<file path="src/rtl/sid_filt_pkg.sv">
// Shared types and constants for the SID filter input feeder.
package sid_filt_pkg;

  localparam int FILT_LAT_DEFAULT = 11;

  localparam int VOICE_W  = 12;
  localparam int FC_W     = 11;
  localparam int REG_W    = 8;
  localparam int SAMPLE_W = 18;
  localparam int DROP_W   = 8;

  typedef enum logic [1:0] {
    ST_IDLE    = 2'd0,
    ST_LAUNCH  = 2'd1,
    ST_CAPTURE = 2'd2,
    ST_WAIT    = 2'd3
  } feeder_state_e;

  // Everything the filter reads during one computation, frozen together.
  typedef struct packed {
    logic [VOICE_W-1:0] voice1;
    logic [VOICE_W-1:0] voice2;
    logic [VOICE_W-1:0] voice3;
    logic [VOICE_W-1:0] ext;
    logic [FC_W-1:0]    fc;
    logic [REG_W-1:0]   res_filt;
    logic [REG_W-1:0]   mode_vol;
  } snapshot_t;

endpackage

</file>
<file path="src/rtl/sid_filter_feeder_if.sv">
// Filter-side sample bus plus the one-entry result stream to the mixer.
interface sid_filter_feeder_if;
  import sid_filt_pkg::*;

  logic [VOICE_W-1:0]  voice1;
  logic [VOICE_W-1:0]  voice2;
  logic [VOICE_W-1:0]  voice3;
  logic [VOICE_W-1:0]  ext_out;
  logic [FC_W-1:0]     fc;
  logic [REG_W-1:0]    res_filt;
  logic [REG_W-1:0]    mode_vol;
  logic                input_valid;
  logic [SAMPLE_W-1:0] filt_sound;

  logic [SAMPLE_W-1:0] sample_out;
  logic                sample_valid;
  logic                sample_ready;

  // Feeder side: drives the filter inputs and the mixer stream.
  modport master (
    output voice1, voice2, voice3, ext_out, fc, res_filt, mode_vol,
    output input_valid,
    input  filt_sound,
    output sample_out, sample_valid,
    input  sample_ready
  );

  // Filter/mixer side.
  modport slave (
    input  voice1, voice2, voice3, ext_out, fc, res_filt, mode_vol,
    input  input_valid,
    output filt_sound,
    input  sample_out, sample_valid,
    output sample_ready
  );

endinterface

</file>
<file path="src/rtl/sid_sample_skid.sv">
// One-entry result buffer; a push onto an unconsumed entry overwrites it
// and raises a single-cycle drop pulse.
module sid_sample_skid
  import sid_filt_pkg::*;
(
  input  logic                clk,
  input  logic                rst_n,
  input  logic                i_push,
  input  logic [SAMPLE_W-1:0] i_data,
  input  logic                i_ready,
  output logic                o_valid,
  output logic [SAMPLE_W-1:0] o_data,
  output logic                o_drop
);

  logic                r_valid;
  logic [SAMPLE_W-1:0] r_data;

  // Overwrite only loses data when the mixer is not taking the old entry.
  assign o_drop  = i_push & r_valid & ~i_ready;
  assign o_valid = r_valid;
  assign o_data  = r_data;

  // Entry register: a push always wins; ready alone just empties the slot.
  always_ff @(posedge clk or negedge rst_n) begin
    if (!rst_n) begin
      r_valid <= 1'b0;
      r_data  <= '0;
    end else if (i_push) begin
      r_valid <= 1'b1;
      r_data  <= i_data;
    end else if (i_ready) begin
      r_valid <= 1'b0;
    end
  end

endmodule

</file>
<file path="src/rtl/sid_filter_feeder.sv">
// Snapshots the filter inputs on each sample tick, launches the filter with
// a one-clock input_valid no faster than FILT_LAT apart, and hands results
// to the mixer through a one-entry buffer.
module sid_filter_feeder
  import sid_filt_pkg::*;
#(
  parameter int FILT_LAT      = FILT_LAT_DEFAULT,
  parameter bit PRIME_DISCARD = 1'b1
) (
  input  logic                clk,
  input  logic                rst_n,
  input  logic                sample_tick,
  input  logic [VOICE_W-1:0]  voice1_in,
  input  logic [VOICE_W-1:0]  voice2_in,
  input  logic [VOICE_W-1:0]  voice3_in,
  input  logic [VOICE_W-1:0]  ext_in,
  input  logic [FC_W-1:0]     fc_in,
  input  logic [REG_W-1:0]    res_filt_in,
  input  logic [REG_W-1:0]    mode_vol_in,
  sid_filter_feeder_if.master bus,
  output logic [DROP_W-1:0]   drop_cnt
);

  if (FILT_LAT < 3) begin : g_bad_filt_lat
    $error("sid_filter_feeder: FILT_LAT must be at least 3");
  end

  // LAUNCH and CAPTURE take two of the FILT_LAT clocks and the IDLE exit
  // edge takes one, leaving FILT_LAT-3 WAIT cycles.
  localparam int CW       = $clog2(FILT_LAT);
  localparam int WAIT_CYC = FILT_LAT - 3;
  localparam int CNT_INIT = (FILT_LAT > 3) ? (FILT_LAT - 4) : 0;

  feeder_state_e     r_state;
  feeder_state_e     w_state_nxt;
  logic [CW-1:0]     r_cnt;
  logic [CW-1:0]     w_cnt_nxt;
  logic              r_pending;
  logic              r_primed;
  snapshot_t         r_snap;
  logic [DROP_W-1:0] r_drop_cnt;

  logic              w_launch_go;
  logic              w_busy_tick;
  logic              w_tick_drop;
  logic              w_push;
  logic              w_skid_drop;
  logic [1:0]        w_drop_inc;
  logic              w_skid_valid;
  logic [SAMPLE_W-1:0] w_skid_data;

  function automatic logic [DROP_W-1:0] sat_add(input logic [DROP_W-1:0] cnt,
                                                input logic [1:0]        inc);
    logic [DROP_W:0] sum;
    sum = {1'b0, cnt} + {{(DROP_W-1){1'b0}}, inc};
    return sum[DROP_W] ? {DROP_W{1'b1}} : sum[DROP_W-1:0];
  endfunction

  assign w_launch_go = (r_state == ST_IDLE) && (sample_tick || r_pending);
  assign w_busy_tick = sample_tick && (r_state != ST_IDLE);
  assign w_tick_drop = w_busy_tick && r_pending;
  assign w_push      = (r_state == ST_CAPTURE) && (r_primed || !PRIME_DISCARD);
  assign w_drop_inc  = {1'b0, w_tick_drop} + {1'b0, w_skid_drop};

  // Next-state and WAIT countdown.
  always_comb begin
    w_state_nxt = r_state;
    w_cnt_nxt   = r_cnt;
    case (r_state)
      ST_IDLE: begin
        if (w_launch_go) w_state_nxt = ST_LAUNCH;
      end
      ST_LAUNCH: begin
        w_state_nxt = ST_CAPTURE;
      end
      ST_CAPTURE: begin
        if (WAIT_CYC == 0) begin
          w_state_nxt = ST_IDLE;
        end else begin
          w_state_nxt = ST_WAIT;
          w_cnt_nxt   = CW'(CNT_INIT);
        end
      end
      ST_WAIT: begin
        if (r_cnt == '0) w_state_nxt = ST_IDLE;
        else             w_cnt_nxt   = r_cnt - 1'b1;
      end
      default: begin
        w_state_nxt = ST_IDLE;
      end
    endcase
  end

  // State, counter, pending-tick and prime flags.
  always_ff @(posedge clk or negedge rst_n) begin
    if (!rst_n) begin
      r_state   <= ST_IDLE;
      r_cnt     <= '0;
      r_pending <= 1'b0;
      r_primed  <= 1'b0;
    end else begin
      r_state <= w_state_nxt;
      r_cnt   <= w_cnt_nxt;
      if (w_launch_go)      r_pending <= 1'b0;
      else if (w_busy_tick) r_pending <= 1'b1;
      if (r_state == ST_CAPTURE) r_primed <= 1'b1;
    end
  end

  // Snapshot loads only on IDLE exit, so it is frozen for a whole computation.
  always_ff @(posedge clk or negedge rst_n) begin
    if (!rst_n) begin
      r_snap <= '0;
    end else if (w_launch_go) begin
      r_snap.voice1   <= voice1_in;
      r_snap.voice2   <= voice2_in;
      r_snap.voice3   <= voice3_in;
      r_snap.ext      <= ext_in;
      r_snap.fc       <= fc_in;
      r_snap.res_filt <= res_filt_in;
      r_snap.mode_vol <= mode_vol_in;
    end
  end

  // Lost ticks and overwritten results can coincide, so add both.
  always_ff @(posedge clk or negedge rst_n) begin
    if (!rst_n) r_drop_cnt <= '0;
    else        r_drop_cnt <= sat_add(r_drop_cnt, w_drop_inc);
  end

  sid_sample_skid u_skid (
    .clk     (clk),
    .rst_n   (rst_n),
    .i_push  (w_push),
    .i_data  (bus.filt_sound),
    .i_ready (bus.sample_ready),
    .o_valid (w_skid_valid),
    .o_data  (w_skid_data),
    .o_drop  (w_skid_drop)
  );

  assign bus.voice1       = r_snap.voice1;
  assign bus.voice2       = r_snap.voice2;
  assign bus.voice3       = r_snap.voice3;
  assign bus.ext_out      = r_snap.ext;
  assign bus.fc           = r_snap.fc;
  assign bus.res_filt     = r_snap.res_filt;
  assign bus.mode_vol     = r_snap.mode_vol;
  assign bus.input_valid  = (r_state == ST_LAUNCH);
  assign bus.sample_out   = w_skid_data;
  assign bus.sample_valid = w_skid_valid;
  assign drop_cnt         = r_drop_cnt;

endmodule
</file>
<file path="src/flat_wrapper.sv">
// flat-port wrapper written by rule: the top's interface ports become plain ports
module sid_filter_feeder_flat import sid_filt_pkg::*;
#(
  parameter int FILT_LAT      = FILT_LAT_DEFAULT,
  parameter bit PRIME_DISCARD = 1'b1
)
  (clk, rst_n, sample_tick, voice1_in, voice2_in, voice3_in, ext_in, fc_in, res_filt_in, mode_vol_in, drop_cnt, bus_voice1, bus_voice2, bus_voice3, bus_ext_out, bus_fc, bus_res_filt, bus_mode_vol, bus_input_valid, bus_filt_sound, bus_sample_out, bus_sample_valid, bus_sample_ready);
  sid_filter_feeder_if bus_i ();
  input  logic clk;
  input  logic rst_n;
  input  logic sample_tick;
  input  logic [VOICE_W-1:0] voice1_in;
  input  logic [VOICE_W-1:0] voice2_in;
  input  logic [VOICE_W-1:0] voice3_in;
  input  logic [VOICE_W-1:0] ext_in;
  input  logic [FC_W-1:0] fc_in;
  input  logic [REG_W-1:0] res_filt_in;
  input  logic [REG_W-1:0] mode_vol_in;
  output logic [DROP_W-1:0] drop_cnt;
  output wire logic [$bits(bus_i.voice1)-1:0] bus_voice1;
  output wire logic [$bits(bus_i.voice2)-1:0] bus_voice2;
  output wire logic [$bits(bus_i.voice3)-1:0] bus_voice3;
  output wire logic [$bits(bus_i.ext_out)-1:0] bus_ext_out;
  output wire logic [$bits(bus_i.fc)-1:0] bus_fc;
  output wire logic [$bits(bus_i.res_filt)-1:0] bus_res_filt;
  output wire logic [$bits(bus_i.mode_vol)-1:0] bus_mode_vol;
  output wire logic [$bits(bus_i.input_valid)-1:0] bus_input_valid;
  input wire logic [$bits(bus_i.filt_sound)-1:0] bus_filt_sound;
  output wire logic [$bits(bus_i.sample_out)-1:0] bus_sample_out;
  output wire logic [$bits(bus_i.sample_valid)-1:0] bus_sample_valid;
  input wire logic [$bits(bus_i.sample_ready)-1:0] bus_sample_ready;
  assign bus_voice1 = bus_i.voice1;
  assign bus_voice2 = bus_i.voice2;
  assign bus_voice3 = bus_i.voice3;
  assign bus_ext_out = bus_i.ext_out;
  assign bus_fc = bus_i.fc;
  assign bus_res_filt = bus_i.res_filt;
  assign bus_mode_vol = bus_i.mode_vol;
  assign bus_input_valid = bus_i.input_valid;
  assign bus_i.filt_sound = bus_filt_sound;
  assign bus_sample_out = bus_i.sample_out;
  assign bus_sample_valid = bus_i.sample_valid;
  assign bus_i.sample_ready = bus_sample_ready;
  sid_filter_feeder #(.FILT_LAT(FILT_LAT), .PRIME_DISCARD(PRIME_DISCARD)) u_core (.clk(clk), .rst_n(rst_n), .sample_tick(sample_tick), .voice1_in(voice1_in), .voice2_in(voice2_in), .voice3_in(voice3_in), .ext_in(ext_in), .fc_in(fc_in), .res_filt_in(res_filt_in), .mode_vol_in(mode_vol_in), .bus(bus_i), .drop_cnt(drop_cnt));
endmodule
</file>
<file path="config.mk">
export PLATFORM = sky130hd
export DESIGN_NAME = sid_filter_feeder_flat
export DESIGN_NICKNAME = d
export VERILOG_FILES = /design/src/rtl/sid_filt_pkg.sv /design/src/rtl/sid_filter_feeder_if.sv /design/src/rtl/sid_sample_skid.sv /design/src/rtl/sid_filter_feeder.sv /design/src/flat_wrapper.sv
export SDC_FILE = /design/constraint.sdc
export NUM_CORES = 1
export LEC_CHECK = 0
export CORE_AREA = 2 2 103 105
export DETAILED_ROUTE_END_ITERATION = 6
export DIE_AREA = 0 0 105 107
export GPL_TIMING_DRIVEN = 1
export PLACE_DENSITY = 0.93
export SLEW_MARGIN = 20
export SYNTH_ARGS = -nofsm -noshare
export SYNTH_HDL_FRONTEND = slang
export SYNTH_SLANG_ARGS = --single-unit
</file>
<file path="constraint.sdc">
create_clock -name clk -period 8.4 [get_ports clk]
set_clock_uncertainty 0.1 [all_clocks]
set_input_delay 1.68 -clock clk [delete_from_list [all_inputs] [get_ports clk]]
set_output_delay 1.68 -clock clk [all_outputs]
set_load 0.005 [all_outputs]
</file>
## Word-level counts from Yosys, hierarchy flattened

Cells that the tools add are included.

- Flip-flop bits (word level): 110
- Input bits: 97
- Output and inout port bits: 103
- Word-level logic and storage cells: 49

- $add $sub $neg: 3
- Equality and inequality tests: 6
- Multiplexer cells: 10
- Bitwise logic cells: 3
- Reductions and logical operators: 13

Operator list:

| cell | count |
|---|---|
| $add A8 B2 Y9 | 1 |
| $mux W8 | 1 |
| $pmux W2 S4 | 1 |
| $pmux W4 S2 | 1 |
| $reduce_bool A2 Y1 | 4 |
| $eq A2 B2 Y1 const B | 2 |
| $logic_and A1 B1 Y1 | 4 |
| $logic_not A4 Y1 | 1 |
| $mux W1 | 4 |
| $mux W2 | 2 |
| $mux W4 | 1 |
| $ne A2 B1 Y1 const B | 2 |
| $reduce_and A2 Y1 | 2 |
| $sub A4 B1 Y4 const B | 1 |
| $add A1 B1 Y2 | 1 |
| $and A1 B1 Y1 | 2 |
| $eq A2 B1 Y1 const B | 1 |
| $logic_not A2 Y1 | 1 |
| $ne A2 B2 Y1 const B | 1 |
| $logic_or A1 B1 Y1 | 1 |
| $not A1 Y1 | 1 |

## Logic depth before layout (Yosys ltp)

Gate-level depths: netlist of the first run.

- Depth in word-level cells: 7
- Depth in mapped cells: 10
- Depth with buffers taken out: 8

## Hierarchy

Synthesis of the first run repeated with hierarchy kept, for this count alone.

- Cells, all modules: 273
- Area total of the unflattened synthesis: 4,579.4 µm²

By module, submodules not included:

| module | instances | cells an instance | area an instance (µm²) | seq. area each (µm²) |
|---|---|---|---|---|
| sid_filter_feeder | 1 | 231 | 3,793.6 | 2,277.2 |
| sid_sample_skid | 1 | 42 | 785.8 | 475.5 |

## Worst setup path after synthesis of the first run

OpenSTA, ideal clock, no wires.

- Path type: input port to flip-flop
- From: input port bus_sample_ready
- To: register u_core.r_drop_cnt[6], in the netlist u_core.drop_cnt[6]
- Setup time: 0.125 ns
- Arrival time: 3.279 ns
- Required time: 8.175 ns
- Slack: 4.896 ns
- Cell stages on the path: 6
- Buffers on the path: 1
- Cell sequence: or3_1 > fa_1 > and4b_1 > clkbuf_2 > and3_4 > mux2_4

- Cells in the longest elaborated chain, start to end: 5

Ends and longest elaborated chain:

| item | RTL line | text |
|---|---|---|
| start: declaration | flat_wrapper.sv:31 | `input wire logic [$bits(bus_i.sample_ready)-1:0] bus_sample_ready;` |
| $not A1 Y1 | sid_sample_skid.sv:20 | `assign o_drop = i_push & r_valid & ~i_ready;` |
| $and A1 B1 Y1 | sid_sample_skid.sv:20 |  |
| $add A1 B1 Y2 | sid_filter_feeder.sv:63 | `assign w_drop_inc = {1'b0, w_tick_drop} + {1'b0, w_skid_drop};` |
| $add A8 B2 Y9 | sid_filter_feeder.sv:55 | `sum = {1'b0, cnt} + {{(DROP_W-1){1'b0}}, inc};` |
| $mux W8 | sid_filter_feeder.sv:56 | `return sum[DROP_W] ? {DROP_W{1'b1}} : sum[DROP_W-1:0];` |
| end signal: assignment | sid_filter_feeder.sv:128 | `else r_drop_cnt <= sat_add(r_drop_cnt, w_drop_inc);` |
| end: declaration | sid_filter_feeder.sv:41 | `logic [DROP_W-1:0] r_drop_cnt;` |

Every way passes these cells.
A chain may end at the register's enable or synchronous reset.

## Final worst setup path of the first run

Ends and elaborated chain as after synthesis.

==> results of run 1 <==
registers in the layout, indices dropped and copies added (netlist names), 2 cells and up:
register,cells
u_core.bus.ext_out,12
u_core.bus.mode_vol,8
u_core.bus.voice2,12
u_core.drop_cnt,8
u_core.bus.voice1,12
u_core.r_cnt,4
u_core.u_skid.o_data,18
u_core.bus.voice3,12
u_core.bus.res_filt,8
u_core.bus.fc,11
u_core.r_state,2
worst max-delay path by stage:
stage,start,to,cells after the start,slack (ns)
after floorplan,bus_sample_ready,u_core.drop_cnt[6]$_DFF_PN0_,6,4.90
after global placement,bus_sample_ready,u_core.drop_cnt[6]$_DFF_PN0_,6,4.43
after detailed placement,bus_sample_ready,u_core.drop_cnt[6]$_DFF_PN0_,6,4.36
after CTS,bus_sample_ready,u_core.drop_cnt[6]$_DFF_PN0_,6,4.76
after global routing,bus_sample_ready,u_core.drop_cnt[6]$_DFF_PN0_,6,4.69
final,bus_sample_ready,u_core.drop_cnt[6]$_DFF_PN0_,6,4.75
cells in the final DEF, fill, tap and decap left out, drive strengths merged, types with 2 or more instances in the layout:
cell and instances:
a21oi 2, buf 3, clkbuf 9, clkdlybuf4s50 198, clkinv 4, dfrtp 110
ha 6, inv 8, mux2 95, mux2i 3, nand2 6, nor2 5
nor2b 4, nor3b 2, o21ai 4, or3 2, xnor2 2
per-layer routing:
layer / global-route usage [%] / share of wire [%] / up-vias
li1: - / - / 1348
met1: 21.4 / 39 / 1469
met2: 31.2 / 52 / 127
met3: 4.56 / 6.7 / 14
met4: 5.52 / 1.5 / 0
met5: 0 / 0 / -
per-stage QoR:
step                cell area (µm²)  util, %
finish                         6590     65.3
global route                   6590     65.3
CTS                            6590     65.3
detailed placement             6420     63.6
global placement               6420     63.6
floorplan                      4320        -
worst reg2reg max path, stage by stage (launching register included):
cell     delay [ns]
dfrtp_1        0.43
inv_1          0.14
ha_1           0.24
nand2_1        0.50
or3_1          0.55
fa_1           0.41
and4b_1        0.39
and3_4         0.23
mux2_4         0.29
power groups by stage:
stage	logic, mW	clock network (mW)	registers [mW]
3_3_place_gp	1.13	0	0.936
5_1_grt	1.24	0.322	0.980
2_1_floorplan	0.511	0	0.958
4_1_cts	1.17	0.302	0.948
3_5_place_dp	1.17	0	0.959
6_report	1.15	0.289	0.946
cells by family (layout without fill, tap and decap cells):
family	count (synthesis)	in the layout	share of synthesized area, %
AO/OA/AOI/OAI	11	11	1.74
XOR/XNOR	2	2	0.405
adder cells (fa/ha/maj)	7	7	2.20
buffers and inverters	17	223	2.58
flip-flops	110	110	63.7
multiplexers	98	98	25.5
AND/OR/NAND/NOR	28	28	3.88
area by class of cell:
class | count | area, µm²
Clock inverter | 7 | 48.8
Tap cell | 136 | 170
Inverter | 6 | 22.5
Multi-Input combinational cell | 146 | 1470
Sequential cell | 110 | 2750
Clock buffer | 9 | 124
Fill cell | 767 | 3500
Timing Repair Buffer | 201 | 2000
==> reports/metrics.yaml, run 1 <==
run_status:
  outcome: "completed"
sta:
  rsz0062_at_grt: "no"
  fin_crit_ns: 3.65
  fmax_ghz: 0.274
  holdWs_ns: 0.389
  finalMaxSlewViolations: 0
  hold_viol_final: 0
  timing.slew.headroom_pct: 38.2
  worst_pin_slew_ns: 0.926
  setup_viol: 0
  fin_tns_setup_ns: 0
  setup_slack_ns: 4.75
  fin_crit_sh_pct: 43.5
critical_path:
  slowest_delay_ns: 0.42
  reg2reg_to: "u_core.drop_cnt[6]$_DFF_PN0_"
  worstSetupStartpointType: "primary input"
  rr_worst_depth: 8
  ff2ff_setup_slack_ns: 5.03
  end_kind: "flip-flop"
  crit_slowest_cell: "clkdlybuf4s50_1"
  crit_family: "simple AND/OR/NAND/NOR gates"
  path_cells: "clkdlybuf4s50_1 > or3_1 > fa_1 > and4b_1 > and3_4 > mux2_4"
  cp.arrival_ns: 3.80
  r2r-start: "u_core.r_state[0]$_DFFE_PN0P_"
  cp.required_ns: 8.55
  critical_path.max_fanout: 6
  path_class: "primary input to flip-flop"
  worst-path-buf-inv: 1
final_layout:
  final_net_count: 578
  num_antenna_cells: 0
  area_delta_synth_final_pct: 52.5
  final_cell_count_no_fill: 615
  drive_above_1_share_pct: 24.6
logic_synthesis:
  syn_nets: 377
  synthTopCellsByArea: "dfrtp_1, mux2_2, ha_1, buf_6, mux2i_1"
  synth_edf_count: 0
  ys_seq_area_share_pct: 63.7
  yosysMostFrequentCell: "dfrtp_1"
  netlist_area_mm2: 0.00432
  synth_area_per_cell_um2: 15.8
  synth_seq_cells: 110
  async_flop_share_pct: 100
  synth_largest_area_cell: "dfrtp_1"
  syn_inst: 273
  yosys_warnings: 0
  ys_types: 35
  synth_top_area_share_pct: 63.7
  synth_common_cells: "dfrtp_1, mux2_2, ha_1, inv_1, nand2_1"
  ys.flop_type: "dfrtp_1"
routing:
  drc: 0
  routed_wl_um: 9880
  num_vias: 2958
  wire_per_inst_um: 16.1
  drt_pre_antenna_iters: 4
  first_iter_violations: 67
  vias_per_cell: 4.81
  ant_nets: 0
grt:
  track_usage_pct: 17.7
  grt_start_max_net_pins: 74
  grt_pass1_vias: 3187
  grt_pass1_wl_um: 15900
  grt_antenna_before_repair: 0
  overflow: 0
clocking:
  path_clk_slew_ns: 0.10
  cts-hold-fix-buffers: 0
  ctsRootBufferMaster: "clkbuf_8"
  clk_latency_ns: 0.35
  clock-sinks: 110
  clk_path_buf_depth: 2
  cts_tree: "yes"
  post_cts_buffers: 0
  cts_buffers: 9
  cts_resized: 0
  htreeDepth: 3
placed_design:
  preCtsSetupSlack_ns: 4.36
  port-buffer-count: 199
  dp_cells: 599
  gp_congestion: 0.767
  dp_hpwl_um: 7430
min_path:
  hold_class: "flip-flop to flip-flop"
  min_from: "u_core.r_primed$_DFFE_PN0N_"
  min_to: "u_core.r_primed$_DFFE_PN0N_"
  min_path_cells: 1
die:
  initial_core_util_pct: 42.8
  die_area_mm2: 0.0112
  chipWidth_um: 105
  core_area_mm2: 0.0101
  ios: 200
  fp-row-count: 37
  die_height_um: 107
power_and_ir_drop:
  power_leakage_nw: 2.76
  seqPwrFrac_pct: 39.7
  ir_worst_vdd_v: 0.000263
  p_sw_mw: 0.699
  p_clk_share_pct: 12.1
  power_mw: 2.38
  switching_share_pct: 29.3
  power.density_mw_per_mm2: 361
  power_frac_comb_pct: 48.2
  internal-power_mw: 1.68
flow_run:
  maxCapViolCount: 0
Power figures use the tool's default switching activity.
==> inputs of run 2 (changes only) <==
--- a/config.mk
+++ b/config.mk
@@ -5,11 +5,11 @@
 export SDC_FILE = /design/constraint.sdc
 export NUM_CORES = 1
 export LEC_CHECK = 0
-export CORE_AREA = 2 2 103 105
+export CORE_AREA = 2 2 112 114
 export DETAILED_ROUTE_END_ITERATION = 6
-export DIE_AREA = 0 0 105 107
+export DIE_AREA = 0 0 114 116
 export GPL_TIMING_DRIVEN = 1
-export PLACE_DENSITY = 0.93
+export PLACE_DENSITY = 0.84
 export SLEW_MARGIN = 20
 export SYNTH_ARGS = -nofsm -noshare
 export SYNTH_HDL_FRONTEND = slang
==> constraint.sdc (replaced) <==
create_clock -name clk -period 3.1 [get_ports clk]
set_clock_uncertainty 0.1 [all_clocks]
set_input_delay 0.62 -clock clk [delete_from_list [all_inputs] [get_ports clk]]
set_output_delay 0.62 -clock clk [all_outputs]
set_load 0.005 [all_outputs]
==> run 2 against run 1 <==
Clock power grew to 4.3 times the previous value. Non-clock buffer count grew 2. Global-route usage shrank 2.2 points. Final cell count grew 2.1%. Critical path depth grew 2. Clock-buffer cell count grew 1. Hold slack lost 0.19 ns. Sequential power grew to 2.7 times the previous value. First-iteration DRC count grew 73%. Largest power group unchanged. Highest routed layer unchanged.
==> reports/metrics.yaml, run 2 (synthesis gave the netlist of run 1 again) <==
run_status:
  outcome: "completed"
sta:
  fmax_ghz: 0.387
  fin_tns_setup_ns: 0
  worst_pin_slew_ns: 0.674
  fin_crit_sh_pct: 83.3
  timing.slew.headroom_pct: 55.0
  hold_viol_final: 0
  fin_crit_ns: 2.58
  finalMaxSlewViolations: 0
  rsz0062_at_grt: "no"
  setup_viol: 0
  holdWs_ns: 0.203
critical_path:
  cp.required_ns: 3.23
  slowest_delay_ns: 0.41
  r2r-start: "u_core.r_state[0]$_DFFE_PN0P_"
  path_cells: "inv_1 > ha_1 > nand2_1 > or3_1 > fa_1 > and4b_1 > and3_4 > mux2_4"
  worst-path-buf-inv: 1
  cp.arrival_ns: 2.71
  path_class: "flip-flop to flip-flop"
  crit_slowest_cell: "fa_1"
  cp-startpoint: "u_core.r_state[0]$_DFFE_PN0P_"
  worstSetupStartpointType: "flip-flop"
  critical_path.max_fanout: 5
  crit_family: "simple AND/OR/NAND/NOR gates"
  end_kind: "flip-flop"
die:
  die_area_mm2: 0.0132
  core_area_mm2: 0.0119
  ios: 200
  chipWidth_um: 114
  initial_core_util_pct: 36.3
  die_height_um: 116
  fp-row-count: 40
min_path:
  hold_class: "primary input to async pin"
routing:
  wl_met3_um: 823
  dr_wl_met2_um: 5370
  drt_pre_antenna_iters: 4
  vias_per_cell: 4.73
  wire_per_inst_um: 16.4
  ant_nets: 0
  drc: 0
  highest_layer: "met4"
  wl_met1_um: 3940
  num_vias: 2971
  routed_wl_um: 10300
  first_iter_violations: 116
final_layout:
  num_antenna_cells: 0
  drive_above_1_share_pct: 24.9
  mostFrequentLayoutCell: "clkdlybuf4s50_1"
  area_delta_synth_final_pct: 57.3
  largest_reg_flops: 18
  final_net_count: 580
  fillerInstances: 984
  final_cell_mix: "clkdlybuf4s50_1, dfrtp_1, mux2_2, clkbuf_16"
clocking:
  clock-sinks: 110
  cts_resized: 0
  path_clk_slew_ns: 0.07
  clk_path_buf_depth: 2
  htreeDepth: 3
  ctsRootBufferMaster: "clkbuf_16"
  cts_buffers: 9
  post_cts_buffers: 0
  cts_tree: "yes"
  clk_latency_ns: 0.34
  cts-hold-fix-buffers: 0
placed_design:
  dp_hpwl_um: 7680
  port-buffer-count: 199
  gp_congestion: 0.758
grt:
  grt_pass1_wl_um: 15900
  grt_antenna_before_repair: 0
  grt_pass1_vias: 3260
  grt_start_max_net_pins: 74
  overflow: 0
  track_usage_pct: 15.5
power_and_ir_drop:
  ir_worst_vdd_v: 0.000564
  power.density_mw_per_mm2: 1020
  power_mw: 6.95
  power_leakage_nw: 2.84
flow_run:
  maxCapViolCount: 0
[run 2: cell count changes in the layout (fill, tap and decap cells not counted)]
cell and change:
clkinv_4 -1, bufinv_16 +2, clkbuf_8 -8, clkbuf_16 +9
clkinv_2 -1, inv_6 -2, buf_12 +2, clkinvlp_4 +1
[run 2: layout make-up]
| class | count | area [µm²] | share of cell area (%) |
|---|---|---|---|
| Tap cell | 147 | 184 | 2.71 |
| Clock inverter | 6 | 85.1 | 1.25 |
| Timing Repair Buffer | 203 | 2040 | 30.1 |
| Sequential cell | 110 | 2750 | 40.5 |
| Inverter | 6 | 22.5 | 0.331 |
| Multi-Input combinational cell | 146 | 1470 | 21.6 |
| Clock buffer | 10 | 239 | 3.52 |
[run 2: worst register-to-register path: cells and delay by family (launching register included)]
kind	cells	cell delay [ns]
adders and majority gates	2	0.65
buffers and inverters	1	0.13
DFF	1	0.40
muxes	1	0.29
and+or+nand+nor	4	0.91
[run 2: through the flow]
step           area, µm²  setup slack (ns)  cells  utilization [%]
2_1_floorplan       4320             0.378    273                -
3_3_place_gp        6470             0.310    612             54.3
3_5_place_dp        6470             0.266    612             54.3
4_1_cts             6800             0.489    628             57.1
5_1_grt             6800             0.379    628             57.1
6_report            6800             0.518    628             57.1
[run 2: metal layers]
| layer | GRT usage [%] | vias up |
|---|---|---|
| li1 | - | 1364 |
| met1 | 17.9 | 1470 |
| met2 | 27.6 | 124 |
| met3 | 4.50 | 13 |
| met4 | 5.61 | 0 |
| met5 | 0 | - |
[run 2: worst paths after layout]
| path | slack, ns | end | cells after the start |
|---|---|---|---|
| max | 0.52 | u_core.drop_cnt[6]$_DFF_PN0_ | 8 |
| min | 0.20 | u_core.bus.res_filt[4]$_DFFE_PN0P_ | 1 |
| max reg2reg | 0.52 | u_core.drop_cnt[6]$_DFF_PN0_ | 8 |
| min reg2reg | 0.37 | u_core.r_primed$_DFFE_PN0N_ | 1 |
| max in group asynchronous | 1.94 | u_core.bus.voice1[8]$_DFFE_PN0P_ | 2 |
| min in group clk | 0.37 | u_core.r_primed$_DFFE_PN0N_ | 1 |
[run 2: power by group]
part / internal (mW) / total (mW) / switching [mW] / leakage, nW
sequential: 2.17 / 2.56 / 0.395 / 1.28
clock: 0.727 / 1.23 / 0.506 / 0.154
combinational: 2.13 / 3.16 / 1.02 / 1.41
